--- config.mk ---
export PLATFORM = sky130hd
export DESIGN_NAME = srio_nwr_packetizer
export DESIGN_NICKNAME = d
export VERILOG_FILES = /design/src/rtl/srio_pkg.sv /design/src/rtl/srio_hello_hdr.sv /design/src/rtl/srio_nwr_packetizer.sv
export SDC_FILE = /design/constraint.sdc
export NUM_CORES = 1
export LEC_CHECK = 0
export ABC_AREA = 1
export CAP_MARGIN = 40
export CORE_ASPECT_RATIO = 1.5
export CORE_MARGIN = 2
export CORE_UTILIZATION = 45
export CTS_CLUSTER_DIAMETER = 150
export DETAILED_ROUTE_END_ITERATION = 7
export HOLD_SLACK_MARGIN = 0.12
export PLACE_DENSITY = 0.8
export SYNTH_ARGS = -nofsm -noshare
export SYNTH_HDL_FRONTEND = slang
export SYNTH_SLANG_ARGS = --single-unit
--- constraint.sdc ---
create_clock -name log_clk -period 4.15 [get_ports log_clk]
set_clock_uncertainty 0.1 [all_clocks]
set_input_delay 0.415 -clock log_clk [delete_from_list [all_inputs] [get_ports log_clk]]
set_output_delay 0.415 -clock log_clk [all_outputs]
set_load 0.005 [all_outputs]
--- src/rtl/srio_pkg.sv ---
// Shared SRIO logical-layer definitions: NWRITE type codes, HELLO header
// field positions and the initiator state encoding.
package srio_pkg;

    localparam logic [3:0] FTYPE_NWRITE = 4'h5;
    localparam logic [3:0] TTYPE_NWRITE = 4'h4;

    localparam int HDR_TID_LSB   = 56;
    localparam int HDR_FTYPE_LSB = 52;
    localparam int HDR_TTYPE_LSB = 48;
    localparam int HDR_PRIO_LSB  = 45;
    localparam int HDR_CRF_BIT   = 44;
    localparam int HDR_SIZE_LSB  = 36;
    localparam int HDR_ADDR_LSB  = 0;

    typedef enum logic [2:0] {
        IDLE,
        HDR,
        DATA,
        DRAIN,
        DONE
    } state_t;

endpackage

--- src/rtl/srio_hello_hdr.sv ---
// Combinational HELLO-format header packer shared by the request initiators.
module srio_hello_hdr
    import srio_pkg::*;
(
    input  logic [7:0]  tid,
    input  logic [3:0]  ftype,
    input  logic [3:0]  ttype,
    input  logic [1:0]  prio,
    input  logic        crf,
    input  logic [7:0]  size,
    input  logic [33:0] addr,
    output logic [63:0] hdr
);

    // Unlisted bits ([47] and [35:34]) stay zero.
    always_comb begin
        hdr = '0;
        hdr[HDR_TID_LSB   +: 8]  = tid;
        hdr[HDR_FTYPE_LSB +: 4]  = ftype;
        hdr[HDR_TTYPE_LSB +: 4]  = ttype;
        hdr[HDR_PRIO_LSB  +: 2]  = prio;
        hdr[HDR_CRF_BIT]         = crf;
        hdr[HDR_SIZE_LSB  +: 8]  = size;
        hdr[HDR_ADDR_LSB  +: 34] = addr;
    end

endmodule

--- src/rtl/srio_nwr_packetizer.sv ---
// Splits a user NWRITE stream into HELLO NWRITE packets of at most
// MAX_PAYLOAD bytes on the ireq AXI-Stream port, one header beat per packet.
module srio_nwr_packetizer
    import srio_pkg::*;
#(
    parameter int          MAX_PAYLOAD = 256,
    parameter logic [1:0]  PRIO        = 2'd1,
    parameter logic        CRF         = 1'b0,
    parameter logic [15:0] SRC_ID      = 16'h0000,
    parameter logic [15:0] DEST_ID     = 16'h0000
) (
    input  logic        log_clk,
    input  logic        log_rst_n,
    input  logic        link_ok_i,
    output logic        nwr_ready_o,
    output logic        nwr_busy_o,
    output logic        nwr_done_o,
    output logic        nwr_err_o,
    input  logic [33:0] user_addr_i,
    input  logic [19:0] user_tsize_i,
    input  logic [63:0] user_tdata_i,
    input  logic [7:0]  user_tkeep_i,
    input  logic        user_tfirst_i,
    input  logic        user_tvalid_i,
    input  logic        user_tlast_i,
    output logic        user_tready_o,
    output logic [63:0] ireq_tdata_o,
    output logic [7:0]  ireq_tkeep_o,
    output logic        ireq_tlast_o,
    output logic [31:0] ireq_tuser_o,
    output logic        ireq_tvalid_o,
    input  logic        ireq_tready_i
);

    state_t state, next_state;

    logic [33:0] addr;
    logic [20:0] rem;
    logic [7:0]  tid;
    logic [5:0]  beat_cnt;
    logic        err;

    logic [8:0]  pkt_bytes;
    logic [5:0]  pkt_beats;
    logic [7:0]  hdr_size;
    logic [63:0] hdr;
    logic        start;
    logic        xfer;
    logic        pkt_end;
    logic        final_pkt;
    logic        last_out;
    logic        pkt_done;

    assign pkt_bytes = (rem > 21'(MAX_PAYLOAD)) ? 9'(MAX_PAYLOAD) : rem[8:0];
    assign pkt_beats = 6'((pkt_bytes + 9'd7) >> 3);
    assign hdr_size  = 8'(pkt_bytes - 9'd1);

    assign start     = user_tvalid_i && user_tfirst_i && link_ok_i;
    assign xfer      = user_tvalid_i && ireq_tready_i;
    assign pkt_end   = (beat_cnt == pkt_beats - 6'd1);
    // The transfer is exhausted only when this packet carries every remaining byte.
    assign final_pkt = pkt_end && (rem == 21'(pkt_bytes));
    assign last_out  = pkt_end || user_tlast_i;
    assign pkt_done  = (state == DATA) && xfer && last_out;

    srio_hello_hdr u_hdr (
        .tid   (tid),
        .ftype (FTYPE_NWRITE),
        .ttype (TTYPE_NWRITE),
        .prio  (PRIO),
        .crf   (CRF),
        .size  (hdr_size),
        .addr  (addr),
        .hdr   (hdr)
    );

    always_ff @(posedge log_clk or negedge log_rst_n) begin
        if (!log_rst_n) begin
            state <= IDLE;
        end else begin
            state <= next_state;
        end
    end

    always_comb begin
        next_state = state;
        case (state)
            IDLE:    if (start) next_state = HDR;
            HDR:     if (ireq_tready_i) next_state = DATA;
            DATA: begin
                if (pkt_done) begin
                    if (user_tlast_i) begin
                        next_state = DONE;
                    end else if (final_pkt) begin
                        next_state = DRAIN;
                    end else begin
                        next_state = HDR;
                    end
                end
            end
            DRAIN:   if (user_tvalid_i && user_tlast_i) next_state = DONE;
            DONE:    next_state = IDLE;
            default: next_state = IDLE;
        endcase
    end

    // A length/tlast disagreement is flagged for exactly one cycle after the closing beat.
    always_ff @(posedge log_clk or negedge log_rst_n) begin
        if (!log_rst_n) begin
            addr     <= '0;
            rem      <= '0;
            tid      <= '0;
            beat_cnt <= '0;
            err      <= 1'b0;
        end else begin
            err <= pkt_done && (user_tlast_i != final_pkt);
            if (state == IDLE && start) begin
                addr     <= user_addr_i;
                rem      <= {1'b0, user_tsize_i} + 21'd1;
                beat_cnt <= '0;
            end else if (state == DATA && xfer) begin
                if (last_out) begin
                    rem      <= rem - 21'(pkt_bytes);
                    addr     <= addr + 34'(pkt_bytes);
                    tid      <= tid + 8'd1;
                    beat_cnt <= '0;
                end else begin
                    beat_cnt <= beat_cnt + 6'd1;
                end
            end
        end
    end

    always_comb begin
        nwr_ready_o   = 1'b0;
        nwr_busy_o    = 1'b0;
        nwr_done_o    = 1'b0;
        user_tready_o = 1'b0;
        ireq_tdata_o  = '0;
        ireq_tkeep_o  = '0;
        ireq_tlast_o  = 1'b0;
        ireq_tuser_o  = '0;
        ireq_tvalid_o = 1'b0;
        case (state)
            IDLE: nwr_ready_o = link_ok_i;
            HDR: begin
                nwr_busy_o    = 1'b1;
                ireq_tvalid_o = 1'b1;
                ireq_tdata_o  = hdr;
                ireq_tkeep_o  = 8'hff;
                ireq_tuser_o  = {SRC_ID, DEST_ID};
            end
            DATA: begin
                nwr_busy_o    = 1'b1;
                ireq_tvalid_o = user_tvalid_i;
                user_tready_o = ireq_tready_i;
                ireq_tdata_o  = user_tdata_i;
                ireq_tkeep_o  = user_tkeep_i;
                ireq_tlast_o  = last_out;
            end
            DRAIN: begin
                nwr_busy_o    = 1'b1;
                user_tready_o = 1'b1;
            end
            DONE:    nwr_done_o = 1'b1;
            default: ;
        endcase
    end

    assign nwr_err_o = err;

endmodule

==> Yosys cells after proc, flatten, opt, wreduce, memory -nomap -nowiden <==
Index checks and enable logic that the tools add are counted.
{ "op_classes": {"addsub": 8, "n_mul": 0, "div_mod_pow": 0, "order_cmp": 1, "eq_ne": 11, "shifts": 0, "muxes": 25, "bitwise": 1, "n_reduce_logical": 17} }
{ "op_table": {"columns": ["operator", "count"], "rows": [
  ["64-bit one-hot mux with 2 select lines", 1],
  ["34-bit 2-to-1 mux", 3],
  ["21-bit 2-to-1 mux", 3],
  ["34-bit by 9-bit adder with 34-bit output", 1],
  ["20-bit by 1-bit adder with 21-bit output (second input constant)", 1],
  ["21-bit by 9-bit == test with 1-bit output", 1],
  ["21-bit by 9-bit greater-than comparator with 1-bit output (second input constant)", 1],
  ["21-bit by 9-bit subtractor with 21-bit output", 1],
  ["6-bit 2-to-1 mux", 3],
  ["8-bit one-hot mux with 2 select lines", 1],
  ["3-bit 2-to-1 mux", 5],
  ["3-bit one-hot mux with 4 select lines", 1],
  ["9-bit by 3-bit adder with 9-bit output (second input constant)", 1],
  ["1-bit logical AND", 9],
  ["9-bit 2-to-1 mux", 1],
  ["8-bit by 1-bit adder with 8-bit output (second input constant)", 1],
  ["2-bit inequality test (second input constant)", 4],
  ["8-bit by 1-bit subtractor with 8-bit output (second input constant)", 1],
  ["6-bit by 1-bit adder with 6-bit output (second input constant)", 1],
  ["3-bit by 2-bit == test with 1-bit output (second input constant)", 2],
  ["6-bit == test", 1],
  ["6-bit by 1-bit subtractor with 6-bit output (second input constant)", 1],
  ["1-bit 2-to-1 mux", 4],
  ["1-bit one-hot mux with 2 select lines", 2],
  ["other kinds (12)", 13]
]} }
{ "totals": {"ff_bits": 73, "latch_bits": 0, "ramBits": 0, "romBits": 0, "in_bits": 133, "output_inout_bits": 111, "wordCells": 69, "n_memories": 0} }

==> Logic depth before layout (Yosys ltp) <==
Gate-level depths: netlist (run 1).
{ "logic_depth": {"depth_word": 10, "mapped_depth": 33, "ltp_nobuf": 30} }

==> By module <==
A second synthesis (run 1) with hierarchy kept.
{ "hier_totals": {"hier_cells": 1159, "hier_area_um2": 7505.9} }
{ "modules_own_cells": {"columns": ["module", "n_inst", "cells_per_inst", "area_per_inst_um2", "seq_area_each_um2"], "rows": [
  ["srio_nwr_packetizer", 1, 1094, 7021.7, 1826.8],
  ["srio_hello_hdr", 1, 65, 484.2, 0.0]
]} }

==> Worst setup path after synthesis (run 1) <==
Ideal clock, no wire load.
{ "synth_path": {"path_kind": "reg2out", "start": "register rem[3]", "end": "output port ireq_tlast_o", "arrival_ps": 3361, "t_required_ps": 3635, "slack_ps": 274, "stages_incl_launch_ff": 29, "path_buffers": 3, "cell_sequence": "dfrtp_1 buf_6 nor2_4 nand2_2 nor2_2 nand3_2 nand2_4 buf_8 inv_4 nor2_1 inv_1 ha_1 nand2_1 nand3_1 nand2_1 nand2_1 ha_1 xor2_1 o21ai_0 a21oi_1 nand2_1 nor2_1 nand3_1 nor2_1 nand2_1 nand2_2 buf_2 inv_1 nor2_1"} }
{ "synth_between": {"elab_chain_len": 7} }
{ "synth_rtl": {"columns": ["element", "line_no", "text"], "rows": [
  ["start, declared", "srio_nwr_packetizer.sv:38", "logic [20:0] rem;"],
  ["start signal, assigned", "srio_nwr_packetizer.sv:119", "rem <= {1'b0, user_tsize_i} + 21'd1;"],
  ["start signal, assigned", "srio_nwr_packetizer.sv:123", "rem <= rem - 21'(pkt_bytes);"],
  ["21-bit by 9-bit greater-than comparator with 1-bit output", "srio_nwr_packetizer.sv:54", "assign pkt_bytes = (rem > 21'(MAX_PAYLOAD)) ? 9'(MAX_PAYLOAD) : rem[8:0];"],
  ["9-bit 2-to-1 mux (*)", "srio_nwr_packetizer.sv:54", null],
  ["9-bit by 3-bit adder with 9-bit output (*)", "srio_nwr_packetizer.sv:55", "assign pkt_beats = 6'((pkt_bytes + 9'd7) >> 3);"],
  ["6-bit by 1-bit subtractor with 6-bit output (*)", "srio_nwr_packetizer.sv:60", "assign pkt_end = (beat_cnt == pkt_beats - 6'd1);"],
  ["6-bit == test (*)", "srio_nwr_packetizer.sv:60", null],
  ["1-bit logical OR (*)", "srio_nwr_packetizer.sv:63", "assign last_out = pkt_end || user_tlast_i;"],
  ["1-bit 2-to-1 mux (*)", "srio_nwr_packetizer.sv:144", "case (state)"],
  ["end, declared", "srio_nwr_packetizer.sv:29", "output logic ireq_tlast_o,"]
]} }
Mark *: on every way between the ends. The rest lies on a longest branch, timed or not.

==> Worst setup path in the final report (run 1) <==
{ "layout_path": {"start": "register rem[12]", "end": "output port ireq_tlast_o"} }
{ "layout_between": {"elab_chain_len": 7} }
{ "layout_rtl": {"columns": ["element", "line_no"], "rows": [
  ["21-bit by 9-bit greater-than comparator with 1-bit output", "srio_nwr_packetizer.sv:54"],
  ["9-bit 2-to-1 mux", "srio_nwr_packetizer.sv:54"],
  ["9-bit by 3-bit adder with 9-bit output", "srio_nwr_packetizer.sv:55"],
  ["6-bit by 1-bit subtractor with 6-bit output", "srio_nwr_packetizer.sv:60"],
  ["6-bit == test", "srio_nwr_packetizer.sv:60"],
  ["1-bit logical OR", "srio_nwr_packetizer.sv:63"],
  ["1-bit 2-to-1 mux", "srio_nwr_packetizer.sv:144"]
]} }
Every way passes these cells.

==> results.md, run 1 <==
- Status: finished clean
- Synth unique cells: 49
- Cell mode on critical path: nand2_2
- Relative slew slack: 0.497
- Final hold violations: 0
- RePlAce Congestion: 0.928
- GRT Total Usage: 0.271
- Slew of the pin with the lowest slew margin: 0.736 ns
- Pin count of the biggest net entering global routing: 65
- Post-synthesis cell count: between 1000 and 1500
- Core ar.: approximately 15000 um2
- Seq/Total Area, Yosys: 0.264
- Hold depth: 2
- Worst setup path startpoint: rem[12]$_DFFE_PN0P_
- Vias in the first global route: 7597
- Share of the synthesized area in the top cell type: 0.264
- I/O Pins: between 200 and 250
- Overall power: about 5600 uW
- Slowest cell on the critical path: dfrtp_1
- Post-route setup slack: 0.278 ns
- CP Class: flop to output port
- Clock root buffer: clkbuf_16
- Pins Over Slew Limit: 0
- CTS tree: built
- R2R setup slack: ~0.37 ns
- Clock Sinks: 73
- Via Count: 7917
- Crit path max-delay family: simple AND/OR/NAND/NOR gates
- H-tree levels: 3
- Detail Route Antenna Nets: 0
- Critical path endpoint: ireq_tlast_o
- Cts bufs inserted: 9
- Die X: 105 um
- Reg clk slew, reported paths: 0.06 ns
- Worst Hold Launch: addr[16]$_DFFE_PN0P_
- GR Overflow Total: 0
- Crit path DAT: 3.36 ns
- Remaining DRCs: 0
- Detailed-placement wirelength estimate: 17100 um
- Drt initial violations: around 530
- Lkg Pwr: approximately 0.0044 uW
- CP bufs+invs: 4
- Port Buffer Count: 211
- Ys Warns: 0
- Final core utilization: 0.644
- Crit path launch type: flop
- Initial antenna violation count: 0
- Share of post-route cells with drive strength above 1: 0.0820
- Worst-path fanout max: 3
- Top cells by area, synth: dfrtp_1, nand2_1, inv_1
- Dpl ws: 0.0279 ns
- Reg-to-reg endpoint: tid[6]$_DFFE_PN0P_
- Crit-path max cell delay: approximately 0.42 ns
- Cell taking the most area after synthesis: dfrtp_1
- Number of max-cap violations: 0
- Hold Path Class: flop to flop
- Post-Syn Area: 6920 um2
- NumNets Final: around 1500
- Rows: 55
- Pwr Density: 579 nW/um2
- Clock buffer depth: 2
- P&R area growth vs syn: 40.2%
- Finished Layout Cells: 1516
- Die area: 16400 um2
- Pre-Repair DR Iteration Count: 8
- Crit path required time: 3.63 ns
- R2R depth: 30
- Drt via density: 5.22
- Initial Util: 0.459
- First-pass GRT wire length: 36100 um
- Fmax: 258 MHz
- Routed len/inst: 14.8 um
- N_diodes: 0
- Inst Count DP: 1491
- Clk_lat worst skew: 0.34 ns
- CP Capture Type: output port
- # fillers: between 1000 and 1500
- Final min period: 3.87 ns
- Avg Cell Area, Syn: ~6.3 um2
- Crit. path cell count: 26
- Final period utilization: 0.933
- Worst flop-to-flop path startpoint: rem[12]$_DFFE_PN0P_
- Maximum vdd ir drop: roughly 0.28 mV
- Die height: 156 um
- Final setup viols: 0
- WL final: approximately 22000 um
- Flops & latches, synth: 73
## worst min-delay path by stage
| stage | to | slack [ns] |
|---|---|---|
| 6_report | addr[16]$_DFFE_PN0P_ | 0.40 |
| 3_5_place_dp | addr[32]$_DFFE_PN0P_ | 0.28 |
| 4_1_cts | addr[16]$_DFFE_PN0P_ | 0.41 |
| 2_1_floorplan | addr[0]$_DFFE_PN0P_ | 0.02 |
| 3_3_place_gp | tid[7]$_DFFE_PN0P_ | 0.35 |
| 5_1_grt | addr[16]$_DFFE_PN0P_ | 0.43 |
## synth_stat cells (all sizes together)
| master | number |
|---|---|
| clkinv | 1 |
| conb | 2 |
| ha | 15 |
| nor3b | 2 |
| xnor2 | 10 |
| inv | 131 |
| o21bai | 2 |
| a21boi | 1 |
| fa | 1 |
| o21ai | 109 |
| nand4 | 30 |
| mux2i | 1 |
| o32ai | 1 |
| nor4 | 4 |
| nand3 | 97 |
| o31ai | 2 |
| clkbuf | 25 |
| nor3 | 22 |
| o211ai | 3 |
| or2 | 3 |
| a2111oi | 1 |
| nand3b | 2 |
| buf | 47 |
| a21oi | 29 |
| a32o | 2 |
| o22ai | 4 |
| xor2 | 40 |
| a22o | 7 |
| nor2 | 110 |
| dfrtp | 73 |
| nand2 | 317 |
## kinds of logic after synthesis
logic type	count (synthesis)	synth area share
and+or+nand+nor	587	0.373
buffers and inverters	204	0.139
AOI/OAI and AO/OA	161	0.128
DFF	73	0.264
xor gates and xnor gates	50	0.0633
adders and majority gates	16	0.0300
other	2	0.00109
muxes	1	0.00145
## worst register-to-register path, delay by kind of cell (launching register included)
kind                     cells  cell delay [ns]
AND/OR/NAND/NOR             21             1.93
adder cells (fa/ha/maj)      2             0.46
buffers and inverters        4             0.45
flip-flops                   1             0.42
AO/OA/AOI/OAI                2             0.18
XOR/XNOR                     1             0.13
## metrics by stage
step,hold slack (ns),instance area [um2],TNS [ns]
2_1_floorplan,0.0194,7040,0
3_3_place_gp,0.354,9150,0
3_5_place_dp,0.283,9220,0
4_1_cts,0.405,9600,0
5_1_grt,0.431,9700,-0.0665
6_report,0.405,9700,0
## metal layers
| layer | part of all wire | vias to the layer above | GRT usage |
|---|---|---|---|
| met3 | 0.066 | 59 | 0.0459 |
| met5 | 0 | - | 0 |
| met2 | 0.52 | 344 | 0.508 |
| li1 | - | 3914 | - |
| met4 | 0.034 | 0 | 0.109 |
| met1 | 0.38 | 3600 | 0.301 |
## report_power, final
group,total [uW],switching (uW),leakage [uW],internal (uW)
registers,1350,338,0.000929,1010
clock network,922,316,0.000169,606
logic,3350,1770,0.00331,1570
## timing repair
item	4_1_cts	5_1_grt
gates resized for setup	3	19
setup endpoints to repair	1	36
hold endpoints to repair	29	0
buffers inserted	2	6
pin swaps	0	13
hold buffers	1	0
## state kept, by name (all words and copies together) (netlist names)
signal / count
addr: 34
beat_cnt: 6
nwr_err_o: 1
rem: 21
state: 3
tid: 8
## area by class of cell
cell class | instances | area (um2) | share of cell area
clock buffers | 10 | 239 | 0.0246
clock inverters | 6 | 115 | 0.0119
inverters | 132 | 500 | 0.0516
multi-input cells | 848 | 4340 | 0.447
flip-flops and latches | 73 | 1830 | 0.188
well taps | 199 | 249 | 0.0257
repair buffers | 248 | 2430 | 0.251
## layout by cell type, fill, tap and decap left out, types with 28 or more instances in the layout
cell type        netlist  routed
nand3_1               95      95
inv_1                127     126
o21ai_0               81      80
a21oi_1               29      29
conb_1                 2      33
dfrtp_1               73      72
nor2_1               101      94
buf_4                 35      34
xor2_1                40      40
clkdlybuf4s50_1        0     209
nand2_1              301     298
nand4_1               28      28
(Power assumes the default switching activity.)
==> run 2: changes to the inputs <==
SLEW_MARGIN = 10   (was unset)
==> results of run 2 <==
Same layout as run 1: the final DEF is identical, and so are final timing and power.
